### src/rtl/hdmi_pkg.sv
// ---------------------------------------------------------------------------
// hdmi_pkg
// Shared HDMI transmitter definitions: the period-type encoding driven to the
// TMDS channel encoders, the preamble control patterns and packet geometry.
// ---------------------------------------------------------------------------
package hdmi_pkg;

  // Period type presented to the channel encoders.
  typedef enum logic [2:0] {
    MODE_CTRL     = 3'd0,
    MODE_VIDEO    = 3'd1,
    MODE_VIDEO_GB = 3'd2,
    MODE_DI_GB    = 3'd3,
    MODE_DI       = 3'd4
  } period_mode_t;

  // CTL3..CTL0 patterns announcing the following period.
  localparam logic [3:0] CTL_IDLE           = 4'b0000;
  localparam logic [3:0] CTL_PREAMBLE_DI    = 4'b0101;
  localparam logic [3:0] CTL_PREAMBLE_VIDEO = 4'b0001;

  localparam int PACKET_PIXELS   = 32;
  localparam int PREAMBLE_CYCLES = 8;
  localparam int GUARD_CYCLES    = 2;

  function automatic int min_int(input int a, input int b);
    return (a < b) ? a : b;
  endfunction

endpackage

### src/rtl/data_island_scheduler.sv
// ---------------------------------------------------------------------------
// data_island_scheduler
// Decides, pixel by pixel, which HDMI period is being transmitted: control,
// data-island preamble/guard/packets, or video preamble/guard/active video.
// One data island of N packets is placed in the horizontal blanking of every
// line; a video preamble is placed at the end of each line preceding an
// active line. All outputs are registered and describe the (cx, cy) sampled
// on the previous clk_pixel edge.
//
// Build option: define HDMI_DATA_ISLAND_EN to enable data islands. Without
// it the block schedules DVI timing only (no DI states, packet_enable = 0).
//
// Ports
//   clk_pixel            in   pixel clock
//   reset_n              in   synchronous active-low reset
//   cx, cy               in   pixel coordinates from the timing generator
//   mode                 out  period type (period_mode_t)
//   ctl                  out  preamble control bits, ctl[0] = CTL0
//   packet_enable        out  one-cycle strobe: advance to the next packet
//   packet_pixel_counter out  pixel index 0..31 within the current packet
//   video_field_end      out  one-cycle strobe at the last pixel of a frame
// ---------------------------------------------------------------------------
module data_island_scheduler
  import hdmi_pkg::*;
#(
  parameter int FRAME_WIDTH   = 800,
  parameter int FRAME_HEIGHT  = 525,
  parameter int SCREEN_WIDTH  = 640,
  parameter int SCREEN_HEIGHT = 480,
  parameter int BIT_WIDTH     = 10,
  parameter int MAX_PACKETS   = 18
) (
  input  logic                 clk_pixel,
  input  logic                 reset_n,
  input  logic [BIT_WIDTH-1:0] cx,
  input  logic [BIT_WIDTH-1:0] cy,
  output period_mode_t         mode,
  output logic [3:0]           ctl,
  output logic                 packet_enable,
  output logic [4:0]           packet_pixel_counter,
  output logic                 video_field_end
);

  // Packets that fit between the island start and the video preamble, with
  // preamble, guard bands and margin accounted for by the 38-pixel term.
  localparam int N_FIT      = (FRAME_WIDTH - SCREEN_WIDTH - 38) / PACKET_PIXELS;
  localparam int N          = min_int(MAX_PACKETS, N_FIT);
  localparam int PKT_CYCLES = PACKET_PIXELS * N;
  localparam int LEN_W      = (PKT_CYCLES > 8) ? $clog2(PKT_CYCLES) : 3;
  localparam int PKT_IDX_W  = (N > 1) ? $clog2(N) : 1;

  if (N < 1) begin : g_bad_config
    $error("data_island_scheduler: horizontal blanking too short for one packet");
  end

  localparam logic [LEN_W-1:0]     LEN_PRE_LAST = LEN_W'(PREAMBLE_CYCLES - 1);
  localparam logic [LEN_W-1:0]     LEN_GB_LAST  = LEN_W'(GUARD_CYCLES - 1);
  localparam logic [LEN_W-1:0]     LEN_PKT_LAST = LEN_W'(PKT_CYCLES - 1);
  localparam logic [PKT_IDX_W-1:0] PKT_IDX_LAST = PKT_IDX_W'(N - 1);
  localparam logic [4:0]           PIX_LAST     = 5'(PACKET_PIXELS - 1);

  localparam logic [BIT_WIDTH-1:0] CX_DI_START    = BIT_WIDTH'(SCREEN_WIDTH + 4);
  localparam logic [BIT_WIDTH-1:0] CX_VID_PRE     = BIT_WIDTH'(FRAME_WIDTH - 10);
  localparam logic [BIT_WIDTH-1:0] CX_ACTIVE_END  = BIT_WIDTH'(SCREEN_WIDTH);
  localparam logic [BIT_WIDTH-1:0] CX_LAST        = BIT_WIDTH'(FRAME_WIDTH - 1);
  localparam logic [BIT_WIDTH-1:0] CY_LAST        = BIT_WIDTH'(FRAME_HEIGHT - 1);
  localparam logic [BIT_WIDTH-1:0] CY_LAST_ACTIVE = BIT_WIDTH'(SCREEN_HEIGHT - 1);

  typedef enum logic [2:0] {
    S_CTRL,
    S_DI_PRE,
    S_DI_LGB,
    S_DI_PKT,
    S_DI_TGB,
    S_VID_PRE,
    S_VID_GB,
    S_VIDEO
  } state_t;

  state_t                r_state;
  logic [LEN_W-1:0]      r_len;
  logic [4:0]            r_ppc;
  logic [PKT_IDX_W-1:0]  r_pkt;
  period_mode_t          r_mode;
  logic [3:0]            r_ctl;
  logic                  r_pe;
  logic                  r_vfe;

  state_t                w_state_nxt;
  logic [LEN_W-1:0]      w_len_nxt;
  logic [4:0]            w_ppc_nxt;
  logic [PKT_IDX_W-1:0]  w_pkt_nxt;
  period_mode_t          w_mode_nxt;
  logic [3:0]            w_ctl_nxt;
  logic                  w_pe_nxt;
  logic                  w_vfe_nxt;
  logic                  w_next_line_active;
  logic                  w_di_start;

  assign w_next_line_active = (cy < CY_LAST_ACTIVE) || (cy == CY_LAST);

`ifdef HDMI_DATA_ISLAND_EN
  assign w_di_start = (cx == CX_DI_START);
`else
  assign w_di_start = 1'b0;
`endif

  // Next-state: the state computed here is the period for the sampled cx.
  always_comb begin
    w_state_nxt = r_state;
    w_len_nxt   = r_len + 1'b1;
    w_ppc_nxt   = '0;
    w_pkt_nxt   = '0;

    unique case (r_state)
      S_CTRL: begin
        w_len_nxt = '0;
        if (w_di_start) begin
          w_state_nxt = S_DI_PRE;
        end else if ((cx == CX_VID_PRE) && w_next_line_active) begin
          w_state_nxt = S_VID_PRE;
        end
      end
      S_DI_PRE: begin
        if (r_len == LEN_PRE_LAST) begin
          w_state_nxt = S_DI_LGB;
          w_len_nxt   = '0;
        end
      end
      S_DI_LGB: begin
        if (r_len == LEN_GB_LAST) begin
          w_state_nxt = S_DI_PKT;
          w_len_nxt   = '0;
        end
      end
      S_DI_PKT: begin
        if (r_len == LEN_PKT_LAST) begin
          w_state_nxt = S_DI_TGB;
          w_len_nxt   = '0;
        end else begin
          // 5-bit pixel counter wraps 31->0 on its own at packet boundaries.
          w_ppc_nxt = r_ppc + 5'd1;
          w_pkt_nxt = (r_ppc == PIX_LAST) ? r_pkt + 1'b1 : r_pkt;
        end
      end
      S_DI_TGB: begin
        if (r_len == LEN_GB_LAST) begin
          w_state_nxt = S_CTRL;
          w_len_nxt   = '0;
        end
      end
      S_VID_PRE: begin
        if (r_len == LEN_PRE_LAST) begin
          w_state_nxt = S_VID_GB;
          w_len_nxt   = '0;
        end
      end
      S_VID_GB: begin
        if (r_len == LEN_GB_LAST) begin
          w_state_nxt = S_VIDEO;
          w_len_nxt   = '0;
        end
      end
      S_VIDEO: begin
        w_len_nxt = '0;
        if (cx == CX_ACTIVE_END) begin
          w_state_nxt = S_CTRL;
        end
      end
      default: begin
        w_state_nxt = S_CTRL;
        w_len_nxt   = '0;
      end
    endcase

    // Line start outside the video lead-in means the timing generator jumped:
    // drop whatever was in progress rather than finish a broken island.
    if ((cx == '0) && (r_state != S_VID_GB) && (r_state != S_VIDEO)) begin
      w_state_nxt = S_CTRL;
      w_len_nxt   = '0;
      w_ppc_nxt   = '0;
      w_pkt_nxt   = '0;
    end
  end

  // Output decode from the next state, registered below.
  always_comb begin
    w_mode_nxt = MODE_CTRL;
    w_ctl_nxt  = CTL_IDLE;
    unique case (w_state_nxt)
      S_DI_PRE:           w_ctl_nxt  = CTL_PREAMBLE_DI;
      S_VID_PRE:          w_ctl_nxt  = CTL_PREAMBLE_VIDEO;
      S_DI_LGB, S_DI_TGB: w_mode_nxt = MODE_DI_GB;
      S_DI_PKT:           w_mode_nxt = MODE_DI;
      S_VID_GB:           w_mode_nxt = MODE_VIDEO_GB;
      S_VIDEO:            w_mode_nxt = MODE_VIDEO;
      default:            w_mode_nxt = MODE_CTRL;
    endcase
  end

`ifdef HDMI_DATA_ISLAND_EN
  // Strobe one cycle ahead of every packet's pixel 0: on the last leading
  // guard cycle, and on pixel 31 of every packet but the last.
  assign w_pe_nxt = ((w_state_nxt == S_DI_LGB) && (w_len_nxt == LEN_GB_LAST)) ||
                    ((w_state_nxt == S_DI_PKT) && (w_ppc_nxt == PIX_LAST) &&
                     (w_pkt_nxt != PKT_IDX_LAST));
`else
  assign w_pe_nxt = 1'b0;
`endif

  assign w_vfe_nxt = (cx == CX_LAST) && (cy == CY_LAST);

  always_ff @(posedge clk_pixel) begin
    if (!reset_n) begin
      r_state <= S_CTRL;
      r_len   <= '0;
      r_ppc   <= '0;
      r_pkt   <= '0;
      r_mode  <= MODE_CTRL;
      r_ctl   <= CTL_IDLE;
      r_pe    <= 1'b0;
      r_vfe   <= 1'b0;
    end else begin
      r_state <= w_state_nxt;
      r_len   <= w_len_nxt;
      r_ppc   <= w_ppc_nxt;
      r_pkt   <= w_pkt_nxt;
      r_mode  <= w_mode_nxt;
      r_ctl   <= w_ctl_nxt;
      r_pe    <= w_pe_nxt;
      r_vfe   <= w_vfe_nxt;
    end
  end

  assign mode                 = r_mode;
  assign ctl                  = r_ctl;
  assign packet_enable        = r_pe;
  assign packet_pixel_counter = r_ppc;
  assign video_field_end      = r_vfe;

endmodule

### config.mk
export PLATFORM = sky130hd
export DESIGN_NAME = data_island_scheduler
export DESIGN_NICKNAME = d
export VERILOG_FILES = /design/src/rtl/hdmi_pkg.sv /design/src/rtl/data_island_scheduler.sv
export SDC_FILE = /design/constraint.sdc
export NUM_CORES = 1
export LEC_CHECK = 0
export ABC_AREA = 1
export ABC_CLOCK_PERIOD_IN_PS = 1500
export CORE_ASPECT_RATIO = 2
export CORE_UTILIZATION = 42
export CTS_BUF_LIST = sky130_fd_sc_hd__clkbuf_16
export CTS_CLUSTER_DIAMETER = 80
export DETAILED_ROUTE_END_ITERATION = 6
export MAX_ROUTING_LAYER = met4
export PLACE_DENSITY = 0.76
export RECOVER_POWER = 25
export SLEW_MARGIN = 20
export SYNTH_ARGS = -nofsm -noshare
export SYNTH_HDL_FRONTEND = slang
export SYNTH_SLANG_ARGS = --single-unit
### constraint.sdc
create_clock -name clk_pixel -period 1.5 [get_ports clk_pixel]
set_clock_uncertainty 0.2 [all_clocks]
set_input_delay 0.225 -clock clk_pixel [delete_from_list [all_inputs] [get_ports clk_pixel]]
set_output_delay 0.225 -clock clk_pixel [all_outputs]
set_load 0.05 [all_outputs]
==> impl_metrics.sql, run 1 <==
INSERT INTO impl_metrics (metric_group, metric, value, unit) VALUES
('final_layout', 'final_net_count', '275', ''),
('logic_synthesis', 'netlist_area', '0.001226', 'sq mm'),
('placement', 'routabilityCongestion', '0.8128', ''),
('min_path', 'worst_hold_path_type', 'in -> reg', ''),
('logic_synthesis', 'most_common_cell_in_the_synthesized_netlist', 'sky130_fd_sc_hd__nor2_1', ''),
('final_layout', 'utilization', '0.7827', ''),
('final_layout', 'drive_above_1_share', '0.4418', ''),
('clock_tree', 'clock_network_latency_to_the_later_pin_of_the_worst_skew_pair', '0.26', 'ns'),
('logic_synthesis', 'ys_types', '29', ''),
('logic_synthesis', 'synthSimpleGateAreaFrac', '0.4214', ''),
('setup_path', 'cp.arrival', '1.78', 'ns'),
('sta', 'hold_viol_final', '0', ''),
('floorplan', 'dieWidth', '40.21', 'microns'),
('detailed_routing', 'initialDrtViolationCount', '71', ''),
('logic_synthesis', 'synth_compound_gate_area_share', '0.04898', ''),
('detailed_routing', 'route.detailed.vias_per_inst', '5.129', ''),
('sta', 'slew_violations', '0', ''),
('floorplan', 'die_height', '78.41', 'microns'),
('setup_path', 'critical_path.startpoint_type', 'register', ''),
('clock_tree', 'cts.reportedPaths.clkPinSlew', '0.06', 'ns'),
('global_route', 'gr-usage-all-layers', '0.2486', ''),
('pwr', 'power', '0.001752', 'W'),
('clock_tree', 'clock_sink_count', '21', ''),
('clock_tree', 'clk_path_buf_depth', '2', ''),
('pwr', 'power.combinational.fraction', '0.317', ''),
('min_path', 'worst_hold_startpoint', 'cy[5]', ''),
('pwr', 'psw', '0.0005646', 'W'),
('setup_path', 'category_of_the_worst_setup_path_capture_point', 'register', ''),
('placement', 'detailed_place_hpwl', '2436', 'microns'),
('clock_tree', 'cts-buffers-inserted', '3', ''),
('global_route', 'wire_length_of_the_first_global_routing_pass', '5430', 'microns'),
('final_layout', 'layout.cells.non_filler', '278', ''),
('outcome', 'run_status', 'finished, violations left', ''),
('final_layout', 'num_antenna_cells', '0', ''),
('logic_synthesis', 'synth.mux.area_fraction', '0', ''),
('outcome', 'failing_checks', 'setup timing', ''),
('pwr', 'seq_power_share', '0.353', ''),
('floorplan', 'core', '0.002770', 'sq mm'),
('floorplan', 'full_die_area', '0.003152', 'sq mm'),
('sta', 'finalWorstPathRequiredPeriod', '1.824', 'ns'),
('flow_run', 'cap_viol_max_count', '0', ''),
('clock_tree', 'clock_tree.root_cell', 'sky130_fd_sc_hd__clkbuf_16', ''),
('floorplan', 'placementRows', '27', ''),
('logic_synthesis', 'ys_seq_elements', '21', ''),
('clock_tree', 'tritoncts_clock_tree', 'done', ''),
('detailed_routing', 'via_count', '1426', ''),
('sta', 'achievable-frequency', '548.3', 'MHz'),
('setup_path', 'critical_path_class', 'reg -> reg', ''),
('pwr', 'power_switching_share', '0.3222', ''),
('logic_synthesis', 'post_synth_xor_area_fraction', '0.04286', ''),
('logic_synthesis', 'synth.top_cells.by_count', '37 x sky130_fd_sc_hd__nor2_1, 35 x sky130_fd_sc_hd__nand2_1, 27 x sky130_fd_sc_hd__inv_1', ''),
('setup_path', 'r2r_cells', '12', ''),
('setup_path', 'critical_path.max_fanout', '3', ''),
('logic_synthesis', 'synth_top_area_frac', '0.3429', ''),
('placement', 'detailedPlace.worstSlack', '-0.5332', 'ns'),
('setup_path', 'reg2reg_to', 'mode[0]', ''),
('sta', 'final_setup_violations', '20', ''),
('logic_synthesis', 'number_of_flops_mapped_to_enable_cells_by_yosys', '0', ''),
('global_route', 'antenna_found_initial', '0', ''),
('clock_tree', 'cts_hold_buffers', '0', ''),
('sta', 'period_utilization_post_route', '1.216', ''),
('sta', 'final_ws_setup', '-0.3238', 'ns'),
('detailed_routing', 'dr.pass1.iters', '5', ''),
('min_path', 'timing.hold.worst_path_depth', '7', ''),
('global_route', 'grt_start_max_net_pins', '13', ''),
('detailed_routing', 'wl_per_cell', '13.94', 'microns'),
('detailed_routing', 'final_antenna_net_count', '0', ''),
('pwr', 'cellInternalPower', '0.001187', 'W'),
('logic_synthesis', 'combinational_family_with_the_most_area_after_synthesis', 'simple AND/OR/NAND/NOR gates', ''),
('placement', 'dp.cells', '264', ''),
('sta', 'fin_hold_ws', '0.2770', 'ns');
==> sequential cells by signal, summed over array words and instances, names as in the netlist <==
signal                flops
r_len                     7
packet_pixel_counter      5
mode                      3
r_state                   3
ctl                       2
video_field_end           1
==> layer usage <==
metal / track usage / part of all wire / up-vias
met5: - / 0 / -
li1: - / - / 696
met3: 0.02825 / 0.025 / 13
met1: 0.1786 / 0.31 / 669
met4: 0.1233 / 0.036 / 0
met2: 0.4984 / 0.62 / 48
==> through the flow <==
stage               TNS (ns)  area (sq um)
detailed placement    -8.499          1866
finish                -2.999          2168
global placement      -8.219          1866
CTS                   -1.846          2061
global route          -4.460          2168
floorplan            -0.4613          1256
==> cells in the final DEF, fill, tap and decap left out, types with 2 or more instances in the layout <==
cell                              count
sky130_fd_sc_hd__a21oi_2              3
sky130_fd_sc_hd__buf_12               8
sky130_fd_sc_hd__buf_4               32
sky130_fd_sc_hd__clkbuf_16            3
sky130_fd_sc_hd__clkbuf_2             3
sky130_fd_sc_hd__clkdlybuf4s50_1     15
sky130_fd_sc_hd__clkinv_2             2
sky130_fd_sc_hd__conb_1               3
sky130_fd_sc_hd__dfxtp_1             15
sky130_fd_sc_hd__dfxtp_2              5
sky130_fd_sc_hd__dlygate4sd2_1        4
sky130_fd_sc_hd__dlymetal6s2s_1       2
sky130_fd_sc_hd__ha_1                 2
sky130_fd_sc_hd__inv_1               23
sky130_fd_sc_hd__inv_2                4
sky130_fd_sc_hd__inv_4                2
sky130_fd_sc_hd__nand2_1             27
sky130_fd_sc_hd__nand2_2              8
sky130_fd_sc_hd__nand2_4              6
sky130_fd_sc_hd__nand3_1             11
sky130_fd_sc_hd__nand3_2              4
sky130_fd_sc_hd__nand3_4              2
sky130_fd_sc_hd__nand4_1              3
sky130_fd_sc_hd__nor2_1              23
sky130_fd_sc_hd__nor2_2              13
sky130_fd_sc_hd__nor2_4               4
sky130_fd_sc_hd__nor3_2               2
sky130_fd_sc_hd__xnor2_1              3
sky130_fd_sc_hd__xor2_1               3
==> worst max path at each step <==
stage | start | to | slack, ns | cells past startpoint
final | r_len[1] | mode[0] | -0.32 | 12
after global routing | r_len[0] | mode[0] | -0.39 | 12
after CTS | r_len[0] | mode[0] | -0.23 | 12
after detailed placement | cx[4] | mode[0] | -0.53 | 10
after global placement | cx[4] | mode[0] | -0.52 | 10
after floorplan | r_len[0] | mode[0] | -0.13 | 12
==> critical path, stage by stage, from the launching register on <==
cell                       delay, ns
sky130_fd_sc_hd__dfxtp_2        0.36
sky130_fd_sc_hd__ha_4           0.15
sky130_fd_sc_hd__nand2_4        0.07
sky130_fd_sc_hd__nor2_4         0.13
sky130_fd_sc_hd__nand2_4        0.08
sky130_fd_sc_hd__o21ai_4        0.19
sky130_fd_sc_hd__nand2_2        0.08
sky130_fd_sc_hd__clkinv_2       0.07
sky130_fd_sc_hd__nand2_4        0.05
sky130_fd_sc_hd__nand2_4        0.10
sky130_fd_sc_hd__nand2_2        0.06
sky130_fd_sc_hd__o21ai_1        0.12
sky130_fd_sc_hd__nor2_1         0.05
==> power by group through the flow <==
stage / Combinational, W / Clock [W] / Sequential [W]
6_report: 0.000556 / 0.000578 / 0.000618
5_1_grt: 0.000595 / 0.000594 / 0.000620
4_1_cts: 0.000524 / 0.000575 / 0.000621
3_5_place_dp: 0.000479 / 0 / 0.000633
3_3_place_gp: 0.000470 / 0 / 0.000631
2_1_floorplan: 0.000201 / 0 / 0.000679
==> final cells by class <==
cell class,count,area (sq um)
Tap cell,29,36.28
Clock buffer,3,75.07
Inverter,30,118.9
Timing Repair Buffer,64,625.6
Clock inverter,1,5.005
Sequential cell,21,430.4
Multi-Input combinational cell,130,877.1
Fill cell,167,601.8
==> cells by family after synthesis <==
kind of cell / count (synthesis)
other: 1
xor gates and xnor gates: 6
buffers and inverters: 33
and+or+nand+nor: 110
adders and majority gates: 3
AOI/OAI and AO/OA: 8
DFF: 21
==> timing repair <==
action | in CTS | in global routing
pin swaps | 13 | 19
setup buffers | 4 | 6
resized for setup | 31 | 31
hold endpoints to repair | 0 | 0
endpoints found under the setup margin | 20 | 20
Note: power is estimated with default switching activity, not from simulation.
==> inputs of run 2 (changes only) <==
--- a/config.mk
+++ b/config.mk
@@ -7,13 +7,13 @@
 export LEC_CHECK = 0
 export ABC_AREA = 1
 export ABC_CLOCK_PERIOD_IN_PS = 1500
-export CORE_ASPECT_RATIO = 2
-export CORE_UTILIZATION = 42
+export CORE_UTILIZATION = 29
 export CTS_BUF_LIST = sky130_fd_sc_hd__clkbuf_16
 export CTS_CLUSTER_DIAMETER = 80
 export DETAILED_ROUTE_END_ITERATION = 6
+export HOLD_SLACK_MARGIN = 0.03
 export MAX_ROUTING_LAYER = met4
-export PLACE_DENSITY = 0.76
+export PLACE_DENSITY = 0.56
 export RECOVER_POWER = 25
 export SLEW_MARGIN = 20
 export SYNTH_ARGS = -nofsm -noshare
==> impl_metrics.sql, run 2 (synthesis gave the netlist of run 1 again) <==
INSERT INTO impl_metrics (metric_group, metric, value, unit) VALUES
('setup_path', 'critical_path.max_fanout', '3', ''),
('global_route', 'wire_length_of_the_first_global_routing_pass', '5057', 'microns'),
('global_route', 'grt_overflow', '0', ''),
('final_layout', 'num_antenna_cells', '0', ''),
('setup_path', 'cp.arrival', '1.64', 'ns'),
('final_layout', 'layout.cells.non_filler', '300', ''),
('detailed_routing', 'via_count', '1316', ''),
('setup_path', 'worst-endpoint-required', '1.46', 'ns'),
('final_layout', 'layout-area-overhead-vs-synth', '84.69', '%'),
('floorplan', 'dieWidth', '67.03', 'microns'),
('global_route', 'busiest_layer', 'met2', ''),
('sta', 'unrepaired_setup_endpoints_after_global_routing', 'true', ''),
('floorplan', 'placementRows', '23', ''),
('placement', 'detailedPlace.worstSlack', '-0.4816', 'ns'),
('global_route', 'gr-usage-all-layers', '0.1507', ''),
('detailed_routing', 'wirelength', '3136', 'microns'),
('final_layout', 'utilization', '0.5621', ''),
('floorplan', 'die_height', '67.03', 'microns'),
('final_layout', 'register_area', '437.9', 'sq um'),
('clock_tree', 'clock_sink_count', '21', ''),
('pwr', 'worst_ir_drop_vdd', '0.4823', 'mV'),
('final_layout', 'final_design_area_no_fill', '0.002265', 'sq mm'),
('pwr', 'power_switching_share', '0.3152', ''),
('placement', 'routabilityCongestion', '0.9025', ''),
('outcome', 'failing_checks', 'setup timing', ''),
('global_route', 'met1_demand_to_capacity_share_in_global_routing', '0.1672', ''),
('clock_tree', 'cts-buffers-inserted', '3', ''),
('floorplan', 'ios', '36', ''),
('final_layout', 'drive_above_1_share', '0.4480', ''),
('detailed_routing', 'remaining_drc_errors', '0', ''),
('final_layout', 'largest_register_ffs', '7', ''),
('detailed_routing', 'wl_per_cell', '10.45', 'microns'),
('global_route', 'antenna_found_initial', '0', ''),
('pwr', 'seq_power_share', '0.354', ''),
('sta', 'finalWorstPathRequiredPeriod', '1.683', 'ns'),
('pwr', 'power_frac_clock', '0.331', ''),
('setup_path', 'critical_path.startpoint_type', 'register', ''),
('detailed_routing', 'dr.pass1.iters', '4', ''),
('outcome', 'run_status', 'finished, violations left', ''),
('detailed_routing', 'initialDrtViolationCount', '21', ''),
('final_layout', 'area_of_the_multi_input_gates', '894.6', 'sq um'),
('final_layout', 'total_of_fill_cells_in_the_finished_design', '365', ''),
('sta', 'fin_hold_ws', '0.1053', 'ns'),
('sta', 'achievable-frequency', '594.3', 'MHz'),
('floorplan', 'full_die_area', '0.004492', 'sq mm'),
('detailed_routing', 'route.detailed.vias_per_inst', '4.387', ''),
('pwr', 'psw', '0.0005536', 'W'),
('sta', 'final_ws_setup', '-0.1828', 'ns'),
('detailed_routing', 'final_antenna_net_count', '0', ''),
('sta', 'hold_viol_final', '0', ''),
('clock_tree', 'tritoncts_clock_tree', 'done', ''),
('final_layout', 'final_common_cell', 'sky130_fd_sc_hd__buf_4', ''),
('sta', 'final_setup_violations', '18', ''),
('placement', 'dp.cells', '288', ''),
('pwr', 'power.combinational.fraction', '0.315', ''),
('clock_tree', 'cts_hold_buffers', '0', ''),
('setup_path', 'critical_path_class', 'reg -> reg', ''),
('pwr', 'power.density', '775.6', 'mW/mm^2'),
('final_layout', 'final_net_count', '276', ''),
('final_layout', 'top_register', 'r_len', ''),
('final_layout', 'mostFrequentLayoutCells', '33 x sky130_fd_sc_hd__buf_4, 27 x sky130_fd_sc_hd__nand2_1, 24 x sky130_fd_sc_hd__nor2_1', ''),
('global_route', 'grt_start_max_net_pins', '14', ''),
('pwr', 'cellLeakagePower', '1.091', 'nW'),
('sta', 'slew_violations', '0', ''),
('placement', 'detailed_place.area', '0.001914', 'sq mm'),
('placement', 'detailed_place_hpwl', '2223', 'microns'),
('flow_run', 'cap_viol_max_count', '0', ''),
('clock_tree', 'cts.reportedPaths.clkPinSlew', '0.06', 'ns'),
('sta', 'period_utilization_post_route', '1.122', ''),
('global_route', 'via_count_of_the_first_global_routing_pass', '1242', ''),
('clock_tree', 'ctsHtreeMaxLevel', '1', ''),
('setup_path', 'category_of_the_worst_setup_path_capture_point', 'register', ''),
('placement', 'portBuffers', '32', ''),
('min_path', 'worst_hold_path_type', 'in -> reg', ''),
('clock_tree', 'clock_tree.root_cell', 'sky130_fd_sc_hd__clkbuf_16', ''),
('global_route', 'gr_met3_demand_resource', '0.03082', ''),
('floorplan', 'core', '0.004029', 'sq mm'),
('floorplan', 'start_util', '0.3043', ''),
('pwr', 'cellInternalPower', '0.001203', 'W'),
('clock_tree', 'clock_network_latency_to_the_later_pin_of_the_worst_skew_pair', '0.26', 'ns'),
('clock_tree', 'clk_path_buf_depth', '2', ''),
('global_route', 'met2_usage', '0.2738', '');
==> run 2: cell types whose count changed in the layout (fill, tap and decap cells not counted), moves of 2 or more <==
cell and delta:
sky130_fd_sc_hd__clkdlybuf4s50_1 -3, sky130_fd_sc_hd__dfxtp_1 -2, sky130_fd_sc_hd__dfxtp_4 +2, sky130_fd_sc_hd__dlygate4sd2_1 -4, sky130_fd_sc_hd__dlymetal6s2s_1 +7, sky130_fd_sc_hd__inv_2 +2
sky130_fd_sc_hd__nand2_2 -2, sky130_fd_sc_hd__nand2_4 +2, sky130_fd_sc_hd__nand3_1 +2, sky130_fd_sc_hd__nand3_4 -2, sky130_fd_sc_hd__nor2_2 -5, sky130_fd_sc_hd__nor2_4 +4
==> run 2: timing repair <==
action | CTS | global route
resized for setup | 24 | 48
pin swaps | 9 | 17
setup buffers | 4 | 5
hold endpoints to repair | 0 | 0
endpoints found under the setup margin | 20 | 20
==> run 2: worst max-delay path, cell delays in order (launching register included) <==
cell and delay (ns):
sky130_fd_sc_hd__dfxtp_4 0.36, sky130_fd_sc_hd__ha_4 0.14, sky130_fd_sc_hd__nand2_4 0.06, sky130_fd_sc_hd__nor2_4 0.11
sky130_fd_sc_hd__nand2_4 0.08, sky130_fd_sc_hd__o21ai_4 0.15, sky130_fd_sc_hd__nand2_1 0.08, sky130_fd_sc_hd__clkinv_2 0.06
sky130_fd_sc_hd__nand2_4 0.05, sky130_fd_sc_hd__nand2_4 0.08, sky130_fd_sc_hd__nand2_2 0.05, sky130_fd_sc_hd__o21ai_1 0.12
sky130_fd_sc_hd__nor2_1 0.05
==> run 2: layer usage <==
metal | part of all wire | vias to the layer above
met2 | 0.54 | 21
met3 | 0.026 | 2
li1 | - | 697
met1 | 0.43 | 596
met4 | 0.0048 | 0
met5 | 0 | -
==> run 2: worst paths after layout <==
check	slack, ns	endpoint	depth (start not counted)	from
setup / recovery	-0.18	mode[0]	12	r_len[1]
hold / removal	0.11	video_field_end	3	cx[0]
setup reg to reg	-0.18	mode[0]	12	r_len[1]
hold reg to reg	0.27	packet_pixel_counter[0]	1	packet_pixel_counter[0]
==> run 2: metrics by stage <==
stage | total power (W) | setup TNS [ns]
2_1_floorplan | 0.0008802 | -0.4613
3_3_place_gp | 0.001107 | -7.869
3_5_place_dp | 0.001109 | -7.936
4_1_cts | 0.001723 | -1.838
5_1_grt | 0.001846 | -2.547
6_report | 0.001756 | -1.029
==> run 2: area by class of cell <==
cell class	instances	share of cell area
Inverter	30	0.05138
Clock buffer	3	0.03315
Clock inverter	1	0.003315
Sequential cell	21	0.1934
Tap cell	50	0.02762
Timing Repair Buffer	65	0.2961
Multi-Input combinational cell	130	0.3950
==> run 2: power groups by stage <==
stage          logic [W]  clock network (W)  registers, W
2_1_floorplan   0.000201                  0      0.000679
3_3_place_gp    0.000474                  0      0.000633
3_5_place_dp    0.000475                  0      0.000633
4_1_cts         0.000517           0.000584      0.000622
5_1_grt         0.000600           0.000621      0.000626
6_report        0.000554           0.000581      0.000621
==> inputs of run 3 (changes only) <==
--- a/config.mk
+++ b/config.mk
@@ -7,6 +7,8 @@
 export LEC_CHECK = 0
 export ABC_AREA = 1
 export ABC_CLOCK_PERIOD_IN_PS = 1500
+export CAP_MARGIN = 20
+export CORE_MARGIN = 5
 export CORE_UTILIZATION = 29
 export CTS_BUF_LIST = sky130_fd_sc_hd__clkbuf_16
 export CTS_CLUSTER_DIAMETER = 80
@@ -14,7 +16,6 @@
 export HOLD_SLACK_MARGIN = 0.03
 export MAX_ROUTING_LAYER = met4
 export PLACE_DENSITY = 0.56
-export RECOVER_POWER = 25
 export SLEW_MARGIN = 20
 export SYNTH_ARGS = -nofsm -noshare
 export SYNTH_HDL_FRONTEND = slang
==> impl_metrics.sql, run 3 (synthesis gave the netlist of run 1 again) <==
INSERT INTO impl_metrics (metric_group, metric, value, unit) VALUES
('floorplan', 'ios', '36', ''),
('pwr', 'power.density', '783.0', 'mW/mm^2'),
('outcome', 'run_status', 'finished, violations left', ''),
('setup_path', 'critical_path.max_fanout', '3', ''),
('detailed_routing', 'top_signal_layer_used', 'met4', ''),
('clock_tree', 'clock_network_latency_to_the_later_pin_of_the_worst_skew_pair', '0.25', 'ns'),
('global_route', 'grt_overflow', '0', ''),
('sta', 'final_setup_violations', '16', ''),
('floorplan', 'start_util', '0.3022', ''),
('final_layout', 'top_register', 'r_len', ''),
('setup_path', 'critical-path-top-cell-by-count', 'sky130_fd_sc_hd__nand2_4', ''),
('sta', 'finalWorstPathRequiredPeriod', '1.800', 'ns'),
('final_layout', 'final_net_count', '271', ''),
('detailed_routing', 'remaining_drc_errors', '0', ''),
('detailed_routing', 'dr_wl_met2', '1511', 'microns'),
('min_path', 'worst_hold_startpoint', 'cx[9]', ''),
('min_path', 'worst_hold_path_type', 'in -> reg', ''),
('global_route', 'via_count_of_the_first_global_routing_pass', '1213', ''),
('clock_tree', 'cts.reportedPaths.clkPinSlew', '0.06', 'ns'),
('sta', 'hold_viol_final', '0', ''),
('placement', 'dp.cells', '285', ''),
('setup_path', 'critical_path_class', 'reg -> reg', ''),
('outcome', 'failing_checks', 'setup timing', ''),
('sta', 'period_utilization_post_route', '1.200', ''),
('final_layout', 'largest_register_ffs', '7', ''),
('floorplan', 'full_die_area', '0.005629', 'sq mm'),
('setup_path', 'worst-endpoint-required', '1.45', 'ns'),
('clock_tree', 'cts_hold_buffers', '0', ''),
('setup_path', 'cp_cell_sequence', 'ha_4, nand2_4, nor2_4, nand2_4, o21ai_4, nand2_1, clkinv_1, nand2_2, nand2_4, nand2_2, o21ai_2, nor2_1', ''),
('final_layout', 'final_common_cell', 'sky130_fd_sc_hd__nand2_1', ''),
('global_route', 'grt_start_max_net_pins', '13', ''),
('setup_path', 'r2r-start', 'r_len[1]', ''),
('pwr', 'cellLeakagePower', '1.007', 'nW'),
('clock_tree', 'ctsHtreeMaxLevel', '1', ''),
('placement', 'routabilityCongestion', '0.7911', ''),
('floorplan', 'core', '0.004058', 'sq mm'),
('detailed_routing', 'met3_wirelength_from_detailed_routing', '74', 'microns'),
('detailed_routing', 'wirelength', '3090', 'microns'),
('final_layout', 'utilization', '0.5372', ''),
('sta', 'achievable-frequency', '555.6', 'MHz'),
('floorplan', 'dieWidth', '75.03', 'microns'),
('global_route', 'gr-usage-all-layers', '0.1215', ''),
('setup_path', 'cp.arrival', '1.75', 'ns'),
('detailed_routing', 'dr.pass1.iters', '4', ''),
('detailed_routing', 'initialDrtViolationCount', '57', ''),
('final_layout', 'mostFrequentLayoutCells', '30 x sky130_fd_sc_hd__nand2_1, 27 x sky130_fd_sc_hd__buf_4, 26 x sky130_fd_sc_hd__nor2_1', ''),
('final_layout', 'drive_above_1_share', '0.4041', ''),
('setup_path', 'slowest_delay', '0.36', 'ns'),
('final_layout', 'layout.cells.non_filler', '295', ''),
('sta', 'unrepaired_setup_endpoints_after_global_routing', 'true', ''),
('placement', 'portBuffers', '32', ''),
('detailed_routing', 'routedLengthMet1', '1444', 'microns'),
('sta', 'slew_violations', '0', ''),
('setup_path', 'category_of_the_worst_setup_path_capture_point', 'register', ''),
('floorplan', 'die_height', '75.03', 'microns'),
('global_route', 'antenna_found_initial', '0', ''),
('setup_path', 'worstSetupStartpoint', 'r_len[1]', ''),
('clock_tree', 'tritoncts_clock_tree', 'done', ''),
('sta', 'fin_hold_ws', '0.2315', 'ns'),
('global_route', 'wire_length_of_the_first_global_routing_pass', '5106', 'microns'),
('final_layout', 'layout-area-overhead-vs-synth', '77.76', '%'),
('floorplan', 'placementRows', '23', ''),
('clock_tree', 'cts-buffers-inserted', '3', ''),
('detailed_routing', 'via_count', '1255', ''),
('pwr', 'worst_ir_drop_vdd', '0.9560', 'mV'),
('final_layout', 'total_of_fill_cells_in_the_finished_design', '366', ''),
('setup_path', 'critPathSlowestCell', 'sky130_fd_sc_hd__dfxtp_4', ''),
('detailed_routing', 'final_antenna_net_count', '0', ''),
('final_layout', 'register_area', '434.2', 'sq um'),
('final_layout', 'num_antenna_cells', '0', ''),
('flow_run', 'cap_viol_max_count', '0', ''),
('final_layout', 'area_of_the_multi_input_gates', '837.1', 'sq um'),
('setup_path', 'critical_path.startpoint_type', 'register', ''),
('detailed_routing', 'wl_per_cell', '10.47', 'microns'),
('detailed_routing', 'route.detailed.vias_per_inst', '4.254', ''),
('sta', 'final_ws_setup', '-0.2999', 'ns'),
('clock_tree', 'clk_path_buf_depth', '2', ''),
('placement', 'detailed_place_hpwl', '2278', 'microns'),
('clock_tree', 'clock_tree.root_cell', 'sky130_fd_sc_hd__clkbuf_16', ''),
('clock_tree', 'clock_sink_count', '21', '');
-- run 3: changes by cell type in the layout (fill, tap and decap cells not counted), moves of 3 or more --
cell / change
sky130_fd_sc_hd__buf_4: -6
sky130_fd_sc_hd__dlymetal6s2s_1: -5
sky130_fd_sc_hd__clkdlybuf4s50_1: +4
sky130_fd_sc_hd__nor2_4: -4
sky130_fd_sc_hd__nand2_1: +3
sky130_fd_sc_hd__nand2_4: -3
-- run 3: final cells by class --
class,count,share of cell area
Tap cell,50,0.02870
Timing Repair Buffer,60,0.2997
Sequential cell,21,0.1992
Clock inverter,1,0.002296
Inverter,30,0.05166
Clock buffer,3,0.03444
Multi-Input combinational cell,130,0.3840
-- run 3: repair_timing --
item	CTS	global route
pin swaps	11	10
buffers inserted	3	4
gates resized for setup	21	29
hold endpoints to repair	0	0
setup endpoints to repair	20	20
-- run 3: worst max-delay path, delay by kind of cell (launching register included) --
family	cells	cell delay (ns)
simple gates	8	0.62
buf+inv	1	0.05
flops	1	0.36
fa+ha+maj	1	0.15
compound gates	2	0.31
-- run 3: path summary, 6_finish.rpt --
path                                   to  depth (start not counted)  slack, ns
setup / recovery                  mode[0]                         12      -0.30
hold / removal            video_field_end                          4       0.23
setup reg to reg                  mode[0]                         12      -0.30
hold reg to reg   packet_pixel_counter[0]                          1       0.26
-- run 3: where the power goes --
part | switching (W) | total (W) | internal, W
sequential | 0.0000326 | 0.000623 | 0.000590
combinational | 0.000284 | 0.000519 | 0.000235
clock | 0.000206 | 0.000565 | 0.000358
total | 0.000523 | 0.00171 | 0.00118
-- run 3: through the flow --
step | total power (W) | setup WS, ns | setup TNS (ns) | area, sq um
final | 0.001707 | -0.2999 | -2.394 | 2180
after floorplan | 0.0008802 | -0.1286 | -0.4613 | 1256
after global placement | 0.001094 | -0.4961 | -8.091 | 1892
after CTS | 0.001688 | -0.2113 | -1.953 | 2064
after detailed placement | 0.001092 | -0.4991 | -8.013 | 1892
after global routing | 0.001791 | -0.3844 | -3.860 | 2180
-- run 3: layer usage --
layer | global-route usage | vias up
li1 | - | 682
met1 | 0.1565 | 546
met2 | 0.1867 | 20
met3 | 0.02804 | 7
met4 | 0.04150 | 0
met5 | - | -
